File: src/rtl/motor_pkg.sv
// Shared definitions for the motor PWM driver: direction codes, channel
// state encoding, bridge pin payload and a small code-decoding helper.
package motor_pkg;

  // Per-pair direction codes as delivered by the steering logic
  localparam logic [1:0] CODE_COAST = 2'b00;
  localparam logic [1:0] CODE_A     = 2'b10;
  localparam logic [1:0] CODE_B     = 2'b01;
  localparam logic [1:0] CODE_ILL   = 2'b11;

  // Channel state
  typedef enum logic [1:0] {
    COAST   = 2'b00,
    DEAD    = 2'b01,
    DRIVE_A = 2'b10,
    DRIVE_B = 2'b11
  } chan_state_e;

  // One H-bridge input pair, {IN1, IN2}
  typedef struct packed {
    logic in1;
    logic in2;
  } bridge_pair_t;

  // Illegal code: both bridge legs requested at once
  function automatic logic is_illegal(input logic [1:0] code);
    return code == CODE_ILL;
  endfunction

endpackage

File: src/rtl/motor_channel.sv
// One motor channel: direction FSM with break-before-make dead time and a
// soft-start duty ramp, producing a registered PWM-gated bridge pair.
// Ports:
//   clk, rst_n      clock, async active-low reset
//   enable_i        low forces COAST and clears duty/dead counter
//   code_i          synchronised 2-bit direction code
//   pwm_cnt_i       PWM counter value that will be current after this edge
//   wrap_i          counter wraps max->0 on this edge
//   ramp_tick_i     ramp step due on this edge (only with wrap_i)
//   duty_max_i      duty ceiling
//   bridge_o        registered {IN1, IN2}
//   dead_active_o   registered, high while in dead time
//   illegal_c       combinational, code_i is 2'b11
module motor_channel
  import motor_pkg::*;
#(
  parameter int unsigned PWM_BITS    = 8,
  parameter int unsigned DEAD_CYCLES = 16,
  parameter int unsigned RAMP_START  = 64,
  parameter int unsigned RAMP_STEP   = 32
) (
  input  logic                clk,
  input  logic                rst_n,
  input  logic                enable_i,
  input  logic [1:0]          code_i,
  input  logic [PWM_BITS-1:0] pwm_cnt_i,
  input  logic                wrap_i,
  input  logic                ramp_tick_i,
  input  logic [PWM_BITS-1:0] duty_max_i,
  output bridge_pair_t        bridge_o,
  output logic                dead_active_o,
  output logic                illegal_c
);

  localparam int unsigned DEAD_W = (DEAD_CYCLES > 1) ? $clog2(DEAD_CYCLES) : 1;
  localparam logic [PWM_BITS:0] START_EXT = (PWM_BITS+1)'(RAMP_START);
  localparam logic [PWM_BITS:0] STEP_EXT  = (PWM_BITS+1)'(RAMP_STEP);

  chan_state_e         state_q, state_d;
  logic [PWM_BITS-1:0] duty_q, duty_d;
  logic [DEAD_W-1:0]   dead_q, dead_d;
  bridge_pair_t        bridge_q, bridge_d;
  logic                dead_active_q, dead_active_d;

  logic                want_a_c, want_b_c;
  logic [PWM_BITS:0]   dmax_ext_c;
  logic [PWM_BITS:0]   sum_c;
  logic [PWM_BITS-1:0] start_duty_c;
  logic [PWM_BITS-1:0] ramp_duty_c;
  logic                pwm_on_c;

  assign want_a_c  = (code_i == CODE_A);
  assign want_b_c  = (code_i == CODE_B);
  assign illegal_c = is_illegal(code_i);

  // Duty arithmetic one bit wider so the ramp step can never wrap
  assign dmax_ext_c   = {1'b0, duty_max_i};
  assign sum_c        = {1'b0, duty_q} + STEP_EXT;
  assign start_duty_c = (START_EXT < dmax_ext_c) ? START_EXT[PWM_BITS-1:0] : duty_max_i;

  // Wrap-time duty: step on a ramp tick, otherwise only clamp to a lowered ceiling
  always_comb begin
    ramp_duty_c = duty_q;
    if (ramp_tick_i) begin
      ramp_duty_c = (sum_c > dmax_ext_c) ? duty_max_i : sum_c[PWM_BITS-1:0];
    end else if (duty_q > duty_max_i) begin
      ramp_duty_c = duty_max_i;
    end
  end

  // Next-state logic
  always_comb begin
    state_d = state_q;
    duty_d  = duty_q;
    dead_d  = dead_q;
    if (!enable_i) begin
      state_d = COAST;
      duty_d  = '0;
      dead_d  = '0;
    end else begin
      case (state_q)
        COAST: begin
          if (want_a_c) begin
            state_d = DRIVE_A;
            duty_d  = start_duty_c;
          end else if (want_b_c) begin
            state_d = DRIVE_B;
            duty_d  = start_duty_c;
          end
        end
        DRIVE_A: begin
          if (want_a_c) begin
            if (wrap_i) duty_d = ramp_duty_c;
          end else if (want_b_c) begin
            state_d = DEAD;
            dead_d  = DEAD_W'(DEAD_CYCLES - 1);
            duty_d  = '0;
          end else begin
            state_d = COAST;
            duty_d  = '0;
          end
        end
        DRIVE_B: begin
          if (want_b_c) begin
            if (wrap_i) duty_d = ramp_duty_c;
          end else if (want_a_c) begin
            state_d = DEAD;
            dead_d  = DEAD_W'(DEAD_CYCLES - 1);
            duty_d  = '0;
          end else begin
            state_d = COAST;
            duty_d  = '0;
          end
        end
        DEAD: begin
          // Exit direction follows the code current at expiry, never earlier
          if (dead_q == '0) begin
            if (want_a_c) begin
              state_d = DRIVE_A;
              duty_d  = start_duty_c;
            end else if (want_b_c) begin
              state_d = DRIVE_B;
              duty_d  = start_duty_c;
            end else begin
              state_d = COAST;
              duty_d  = '0;
            end
          end else begin
            dead_d = dead_q - DEAD_W'(1);
          end
        end
        default: begin
          state_d = COAST;
          duty_d  = '0;
          dead_d  = '0;
        end
      endcase
    end
  end

  // Pins registered from next state so they move on the same edge as the FSM
  assign pwm_on_c = (pwm_cnt_i < duty_d);

  always_comb begin
    bridge_d      = '0;
    dead_active_d = 1'b0;
    case (state_d)
      DRIVE_A: bridge_d.in1   = pwm_on_c;
      DRIVE_B: bridge_d.in2   = pwm_on_c;
      DEAD:    dead_active_d  = 1'b1;
      default: bridge_d       = '0;
    endcase
  end

  // State and output registers
  always_ff @(posedge clk or negedge rst_n) begin
    if (!rst_n) begin
      state_q       <= COAST;
      duty_q        <= '0;
      dead_q        <= '0;
      bridge_q      <= '0;
      dead_active_q <= 1'b0;
    end else begin
      state_q       <= state_d;
      duty_q        <= duty_d;
      dead_q        <= dead_d;
      bridge_q      <= bridge_d;
      dead_active_q <= dead_active_d;
    end
  end

  assign bridge_o      = bridge_q;
  assign dead_active_o = dead_active_q;

endmodule

File: src/rtl/motor_pwm_driver.sv
// Motor PWM driver: synchronises the steering direction code, runs the
// shared PWM counter and ramp divider, and drives two motor channels.
// Ports:
//   clk, rst_n    clock, async active-low reset
//   enable        high permits drive, low forces coast
//   motor_cmd     [3:2] left, [1:0] right direction code (asynchronous)
//   duty_max      ramped duty ceiling (synchronous)
//   hbridge       registered bridge inputs, {L_IN1, L_IN2, R_IN1, R_IN2}
//   dead_active   registered {left, right} dead-time flags
//   cmd_err       registered, high each cycle a synchronised pair is 2'b11
module motor_pwm_driver
  import motor_pkg::*;
#(
  parameter int unsigned PWM_BITS    = 8,
  parameter int unsigned DEAD_CYCLES = 16,
  parameter int unsigned RAMP_START  = 64,
  parameter int unsigned RAMP_STEP   = 32,
  parameter int unsigned RAMP_DIV    = 1
) (
  input  logic                clk,
  input  logic                rst_n,
  input  logic                enable,
  input  logic [3:0]          motor_cmd,
  input  logic [PWM_BITS-1:0] duty_max,
  output logic [3:0]          hbridge,
  output logic [1:0]          dead_active,
  output logic                cmd_err
);

  localparam int unsigned DIV_W = (RAMP_DIV > 1) ? $clog2(RAMP_DIV) : 1;

  logic [3:0]          sync1_q, sync2_q;
  logic [PWM_BITS-1:0] cnt_q, cnt_d;
  logic [DIV_W-1:0]    div_q, div_d;
  logic                cmd_err_q, cmd_err_d;
  logic                wrap_c, ramp_tick_c;
  logic                left_ill_c, right_ill_c;
  bridge_pair_t        left_bridge, right_bridge;
  logic                left_dead, right_dead;

  // Two-flop synchroniser for the asynchronous command
  always_ff @(posedge clk or negedge rst_n) begin
    if (!rst_n) begin
      sync1_q <= '0;
      sync2_q <= '0;
    end else begin
      sync1_q <= motor_cmd;
      sync2_q <= sync1_q;
    end
  end

  // Free-running PWM counter and wrap-counting ramp divider
  assign wrap_c      = &cnt_q;
  assign ramp_tick_c = wrap_c && (div_q == DIV_W'(RAMP_DIV - 1));
  assign cnt_d       = cnt_q + PWM_BITS'(1);

  always_comb begin
    div_d = div_q;
    if (wrap_c) div_d = ramp_tick_c ? '0 : div_q + DIV_W'(1);
  end

  assign cmd_err_d = left_ill_c | right_ill_c;

  always_ff @(posedge clk or negedge rst_n) begin
    if (!rst_n) begin
      cnt_q     <= '0;
      div_q     <= '0;
      cmd_err_q <= 1'b0;
    end else begin
      cnt_q     <= cnt_d;
      div_q     <= div_d;
      cmd_err_q <= cmd_err_d;
    end
  end

  motor_channel #(
    .PWM_BITS    (PWM_BITS),
    .DEAD_CYCLES (DEAD_CYCLES),
    .RAMP_START  (RAMP_START),
    .RAMP_STEP   (RAMP_STEP)
  ) u_left (
    .clk           (clk),
    .rst_n         (rst_n),
    .enable_i      (enable),
    .code_i        (sync2_q[3:2]),
    .pwm_cnt_i     (cnt_d),
    .wrap_i        (wrap_c),
    .ramp_tick_i   (ramp_tick_c),
    .duty_max_i    (duty_max),
    .bridge_o      (left_bridge),
    .dead_active_o (left_dead),
    .illegal_c     (left_ill_c)
  );

  motor_channel #(
    .PWM_BITS    (PWM_BITS),
    .DEAD_CYCLES (DEAD_CYCLES),
    .RAMP_START  (RAMP_START),
    .RAMP_STEP   (RAMP_STEP)
  ) u_right (
    .clk           (clk),
    .rst_n         (rst_n),
    .enable_i      (enable),
    .code_i        (sync2_q[1:0]),
    .pwm_cnt_i     (cnt_d),
    .wrap_i        (wrap_c),
    .ramp_tick_i   (ramp_tick_c),
    .duty_max_i    (duty_max),
    .bridge_o      (right_bridge),
    .dead_active_o (right_dead),
    .illegal_c     (right_ill_c)
  );

  assign hbridge     = {left_bridge, right_bridge};
  assign dead_active = {left_dead, right_dead};
  assign cmd_err     = cmd_err_q;

endmodule

File: config.mk
export PLATFORM = sky130hd
export DESIGN_NAME = motor_pwm_driver
export DESIGN_NICKNAME = d
export VERILOG_FILES = /design/src/rtl/motor_pkg.sv /design/src/rtl/motor_channel.sv /design/src/rtl/motor_pwm_driver.sv
export SDC_FILE = /design/constraint.sdc
export NUM_CORES = 1
export LEC_CHECK = 0
export ABC_AREA = 1
export ABC_CLOCK_PERIOD_IN_PS = 4150
export BUFFER_PORTS_ARGS = -buffer_cell sky130_fd_sc_hd__buf_4
export CAP_MARGIN = 15
export CORE_MARGIN = 2
export CORE_UTILIZATION = 55
export CTS_BUF_LIST = sky130_fd_sc_hd__clkbuf_8
export CTS_CLUSTER_DIAMETER = 120
export DETAILED_ROUTE_END_ITERATION = 6
export PLACE_DENSITY = 0.73
export REMOVE_ABC_BUFFERS = 1
export SYNTH_ARGS = -nofsm -noshare
export SYNTH_HDL_FRONTEND = slang
export SYNTH_SLANG_ARGS = --single-unit
File: constraint.sdc
create_clock -name clk -period 4.15 [get_ports clk]
set_input_delay 0.83 -clock clk [delete_from_list [all_inputs] [get_ports clk]]
set_output_delay 0.83 -clock clk [all_outputs]
set_load 0.005 [all_outputs]
==> out/results.ini, run 1 <==
[outcome]
status=finished clean

[routing]
vias=4194
wl_met2_mm=5.19
routedWlPerCell_um=15.6
viasPerCell=5.71
ant_nets=0
wl_mm=11.5
wl_met1_mm=5.31
drt_pre_antenna_iters=5
dr_wl_met3_um=700
top_layer=met4
drt_iter0_drc=376
drc_errors=0

[place]
io_buffers=21
placed_area_um2=4780
routabilityCongestion=1.03
dp_hpwl_mm=8.96

[critical_path]
worst_ep_arrival_time_ns=3.77
worst_setup_path_end_kind=flip-flop
start_kind=flip-flop
critPathKind=reg -> reg
startpoint=u_left.duty_q[6]
max_stage_delay_ns=0.50
critical_path_required_ns=4.40
r2r-start=u_left.duty_q[6]
crit_slowest_cell=dfrtp_1
crit_path_max_fanout=6
crit_path_cell_trace=ha_1 > xnor2_1 > inv_1 > ha_1 > nand3_1 > nor2_2 > nand2_1 > nand3_2 > nand2_2 > nand2_2 > nor2_1 > a221oi_1 > o221ai_1 > nand3_1 > ha_1 > a21oi_1 > nor2_1 > a211oi_1 > nand2_1 > nor2_1

[clock_network]
cts_sinks=52
post_cts_buffers=0
tritoncts=done
clkTransAtPathRegs_ns=0.11
h-tree-depth=2
root_buffer=clkbuf_8
cts_resized=0
cts_buffer_depth=2
cts_buffers=5
cts_hold_buf=0
clock_latency_ns=0.31

[flow_run]
drv_cap=0

[yosys]
synth_area_leader_cell=dfrtp_1
netlist_top_cells_count=122 x nand2_1, 84 x inv_1, 57 x ha_1
yosys_most_used_dff=dfrtp_1
synth_warnings=0
synth_edf_count=0
syn_avg_cell_area_um2=7.42
synth_cells=612
synth.most_common_cell=nand2_1
yosys-top-cells-area=dfrtp_1 29%, ha_1 16%, nand2_1 10%
synth_cell_type_count=50
synth_top_area_share=0.287
async_flop_share=1.00
netlist_area_um2=4540
ys_seq_elements=52
yosysSeqAreaShare=0.287

[power]
peakVddDrop_v=0.000375
power_uw=2880
leakagePower_uw=0.00256
power_density_nw_per_um2=591

[final_layout]
nets=700
diodes=0
drive_gt1_frac=0.134
post-route-cell-area_um2=4880
area_delta_synth_final_pct=7.36

[grt]
grt_antenna_before_repair=0
track_usage=0.264
grt_pass1_wl_mm=18.6
grt_max_degree=53
grt_pass1_vias=3894
grt_overflow=0

[sta]
relSlewSlack=0.564
drv_slew=0
whs_ns=0.359
finalHoldViolCount=0
fin_tns_setup_ns=0
fmax_mhz=284
setup_viol_count_final=0
final.min_clock_period_ns=3.52
fin_worst_skew_ns=0.00722
grt_setup_unrepaired=false
min_period_over_period=0.849
tightest_slew_ns=0.650

[floorplan]
placementRows=33
die_h_um=94.9
initial_core_util=0.561
core_um2=8090
ios=22
die_w_um=94.9
die-area_um2=9000

[hold_path]
hold_class=reg -> reg
hold_start=sync1_q[1]

## path summary, 6_finish.rpt
| check | endpoint | slack, ns | depth (start not counted) |
|---|---|---|---|
| hold / removal | sync2_q[1] | 0.36 | 0 |
| setup / recovery | u_left.bridge_o[0] | 0.63 | 20 |
| setup reg to reg | u_left.bridge_o[0] | 0.63 | 20 |
| hold reg to reg | sync2_q[1] | 0.36 | 0 |
| min in group asynchronous | u_right.duty_q[0] | 0.54 | 1 |
| max in group asynchronous | u_left.duty_q[4] | 3.17 | 1 |
## cell families after synthesis
kind of cell | after synthesis | share of synthesized area
AND/OR/NAND/NOR | 244 | 0.254
AO/OA/AOI/OAI | 133 | 0.185
flip-flops | 52 | 0.287
buffers and inverters | 116 | 0.0981
adder cells (fa/ha/maj) | 57 | 0.157
XOR/XNOR | 10 | 0.0193
## metal layers
layer | track usage | vias to the layer above
li1 | - | 2058
met1 | 0.364 | 1965
met2 | 0.426 | 143
met3 | 0.0375 | 28
met4 | 0.0906 | 0
met5 | 0 | -
## placed cells by master (no fill, tap or decap), types with 3 or more instances in the layout
cell type,synthesis,routed
nand2_4,4,4
o21ai_0,26,26
nand2_1,122,122
clkbuf_8,0,5
nand3_2,5,5
a31oi_1,4,4
dfrtp_1,52,52
ha_1,57,57
xor2_1,8,8
o211ai_1,13,13
nor2_1,53,53
inv_2,17,17
nand3_1,20,20
nor2_2,6,6
a21oi_1,38,38
o31ai_1,3,3
buf_4,2,22
nand4_1,6,6
nand2_2,9,9
o22ai_1,5,5
o21ai_1,10,10
a211oi_1,13,13
inv_1,84,84
nor3_1,6,6
o221ai_1,7,7
## area by class of cell
| class | instances | area, µm² |
|---|---|---|
| inverter | 103 | 387 |
| clock buffer | 5 | 68.8 |
| multi-input combinational | 444 | 2800 |
| sequential | 52 | 1300 |
| tap | 105 | 131 |
| timing repair buffer | 22 | 165 |
| fill | 761 | 3220 |
| clock inverter | 3 | 27.5 |
## worst max-delay path: cells and delay by family, from the launching register on
| family | cells | cell delay (ns) |
|---|---|---|
| buffers and inverters | 1 | 0.07 |
| AND/OR/NAND/NOR | 11 | 1.05 |
| flip-flops | 1 | 0.50 |
| AO/OA/AOI/OAI | 4 | 0.77 |
| adder cells (fa/ha/maj) | 3 | 0.82 |
| XOR/XNOR | 1 | 0.23 |
## state kept, by name (all words and copies together) (netlist names)
name,flops
u_left.duty_q,8
u_left.dead_active_o,1
cnt_q,8
u_right.state_q,2
u_left.bridge_o,2
cmd_err,1
u_right.duty_q,8
u_right.dead_q,4
u_right.bridge_o,2
u_left.state_q,2
u_right.dead_active_o,1
sync1_q,4
div_q,1
u_left.dead_q,4
sync2_q,4
## power by group
group          leakage (µW)  switching (µW)  total, µW  internal [µW]
Clock             0.0000463             187        311            124
Combinational       0.00185            1140       1790            656
Sequential         0.000670             145        778            633
## metrics by stage
step,utilization,instances,worst slack [ns]
after floorplan,-,599,1.08
after global placement,0.591,726,0.521
after detailed placement,0.591,726,0.451
after CTS,0.603,734,0.642
after global routing,0.603,734,0.293
final,0.603,734,0.626
No activity file was read; power rests on OpenSTA's default activity.
==> run 2: changes to the inputs <==
ABC_CLOCK_PERIOD_IN_PS = 3340   (was 4150)
clock period = 3.34 ns   (was 4.15 ns; I/O delays follow)
==> run 2 against run 1 <==
  * Sequential share of layout area down 1.7 points
  * Routed wire length is 3.7% higher
  * Critical path depth decreased by 1
  * Highest routed layer unchanged
  * Total power increased by 34%
  * Register-to-register slack got worse by 0.46 ns
  * Design area rose by 6.8%
  * Die area unchanged
  * Largest cell class unchanged
  * Final cell count grew 3.1%
  * Combinational power up 42%
  * Worst setup slack worse by 0.46 ns
  * Core utilization grew 4.1 points
==> out/results.ini, run 2 (synthesis gave the netlist of run 1 again) <==
[floorplan]
ios=22  ; unchanged
die-area_um2=9000  ; unchanged
placementRows=33  ; unchanged
die_w_um=94.9  ; unchanged
core_um2=8090  ; unchanged
die_h_um=94.9  ; unchanged
initial_core_util=0.561  ; unchanged

[clock_network]
clock_latency_ns=0.31  ; about the same
cts_sinks=52  ; unchanged
tritoncts=done
h-tree-depth=2  ; unchanged
cts_hold_buf=0  ; unchanged
clkTransAtPathRegs_ns=0.10  ; about the same
cts_buffer_depth=2  ; unchanged
root_buffer=clkbuf_8
cts_buffers=5  ; unchanged

[final_layout]
drive_gt1_frac=0.202  ; +0.0689
final_util=0.644  ; +0.0411
final_cell_mix=117 x nand2_1, 84 x inv_1, 53 x ha_1
top_regs=cnt_q (8), u_left.duty_q (8), u_right.duty_q (8)
final_common_cell=nand2_1
fillCellCount=728  ; -4.3%
post-route-cell-area_um2=5210  ; +6.8%
nets=723  ; +3.3%
diodes=0  ; unchanged
area_delta_synth_final_pct=14.7

[sta]
fin_tns_setup_ns=0  ; unchanged
min_period_over_period=0.951  ; +0.102
tightest_slew_ns=0.669  ; +0.0192 ns
relSlewSlack=0.554  ; -0.0101
fmax_mhz=315  ; +11%
fin_worst_skew_ns=0.00634  ; -0.000888 ns
finalHoldViolCount=0  ; unchanged
whs_ns=0.357  ; -0.00162 ns
final.min_clock_period_ns=3.18  ; -0.348 ns
setup_viol_count_final=0  ; unchanged
drv_slew=0  ; unchanged

[critical_path]
max_stage_delay_ns=0.41  ; -0.09 ns
worst_ep_arrival_time_ns=3.42  ; -0.35 ns
crit_slowest_cell=dfrtp_1
critPathKind=reg -> reg
r2r_cells=19  ; -5.0%
r2r-start=u_right.duty_q[6]
crit_path_max_fanout=3  ; -3
critical_path_required_ns=3.59  ; -0.81 ns
crit_path_cell_trace=ha_1 > xor2_2 > ha_1 > a21oi_1 > nand2_1 > nor2_4 > nand3_2 > nand2_4 > nand2_4 > o21ai_0 > o221ai_1 > nand3_1 > nand3_2 > ha_4 > a21oi_1 > nor2_1 > a211oi_2 > nand2_1 > nor2_1
rrSetupSlack_ns=0.16  ; -0.46 ns
crit_family=simple AND/OR/NAND/NOR gates
setup.worst_path.end=u_right.bridge_o[1]
critPathBufInv=0  ; -1
start_kind=flip-flop
cp_num_cells=19  ; -5.0%
worst_setup_path_end_kind=flip-flop
r2r_end=u_right.bridge_o[1]
startpoint=u_right.duty_q[6]

[power]
power_density_nw_per_um2=740  ; +25%
power.internal_uw=1910  ; +35%
clock_power_share=0.097  ; -0.011
p_switching_uw=1940  ; +32%
peakVddDrop_v=0.000565  ; +51%
swShare=0.504  ; -0.00524
leakagePower_uw=0.00269  ; +5.2%
combPwrFrac=0.661  ; +0.039
p_seq_frac=0.242  ; -0.028

[flow_run]
drv_cap=0  ; unchanged

[routing]
wl_met1_mm=5.22  ; -1.8%
drc_errors=0  ; unchanged
viasPerCell=5.71  ; about the same
vias=4325  ; +3.1%
drt_pre_antenna_iters=6  ; +1
wl_mm=11.9  ; +3.7%
routedWlPerCell_um=15.7  ; +0.57%
wl_met2_mm=5.73  ; +10%
drt_iter0_drc=356  ; -5.3%
dr_wl_met3_um=707  ; +1.0%
ant_nets=0  ; unchanged
top_layer=met4

[grt]
grt_overflow=0  ; unchanged
grt_antenna_before_repair=0  ; unchanged
track_usage=0.270  ; +0.00629
grt_max_degree=53  ; unchanged
grt_pass1_vias=4031  ; +3.5%
grt_pass1_wl_mm=19.0  ; +2.2%

[place]
io_buffers=21  ; unchanged
routabilityCongestion=0.926  ; -10%
placed_area_um2=4910  ; +2.8%
dp_hpwl_mm=9.17  ; +2.4%

[outcome]
status=finished clean

[hold_path]
whs_path_depth=0  ; unchanged
hold_class=reg -> reg

[run 2: power by group through the flow]
stage / sequential [µW] / clock, µW / combinational (µW)
after global routing: 950 / 406 / 2880
after detailed placement: 937 / 0 / 2330
after floorplan: 916 / 0 / 1700
final: 932 / 373 / 2550
after global placement: 930 / 0 / 2260
after CTS: 924 / 384 / 2340
[run 2: what timing repair did]
action	4_1_cts	5_1_grt
setup endpoints to repair	0	4
buffers inserted	0	5
resized for setup	0	33
[run 2: per-stage QoR]
step | instances | power, µW | worst slack, ns
after floorplan | 599 | 2620 | 0.406
after global placement | 744 | 3190 | -0.0208
after detailed placement | 744 | 3260 | -0.0978
after CTS | 752 | 3640 | 0.00302
after global routing | 757 | 4230 | -0.0397
final | 757 | 3850 | 0.164
[run 2: area by class of cell]
class	count	area, µm²	share of cell area
well taps	105	131	0.0252
flip-flops and latches	52	1300	0.250
clock buffers	5	68.8	0.0132
multi-input cells	444	2960	0.569
clock inverters	3	21.3	0.00408
repair buffers	45	338	0.0649
inverters	103	387	0.0742
[run 2: worst min path at each step]
stage                     from         end  slack (ns)
floorplan           sync1_q[0]  sync2_q[0]        0.33
global placement    sync1_q[0]  sync2_q[0]        0.33
detailed placement  sync1_q[1]  sync2_q[1]        0.34
CTS                 sync1_q[1]  sync2_q[1]        0.36
global route        sync1_q[3]  sync2_q[3]        0.37
finish              sync1_q[1]  sync2_q[1]        0.36
[run 2: routing by layer]
layer  vias up  GRT usage
met2       166      0.454
met3        31     0.0303
met1      2015      0.369
li1       2113          -
met5         -          0
met4         0     0.0761
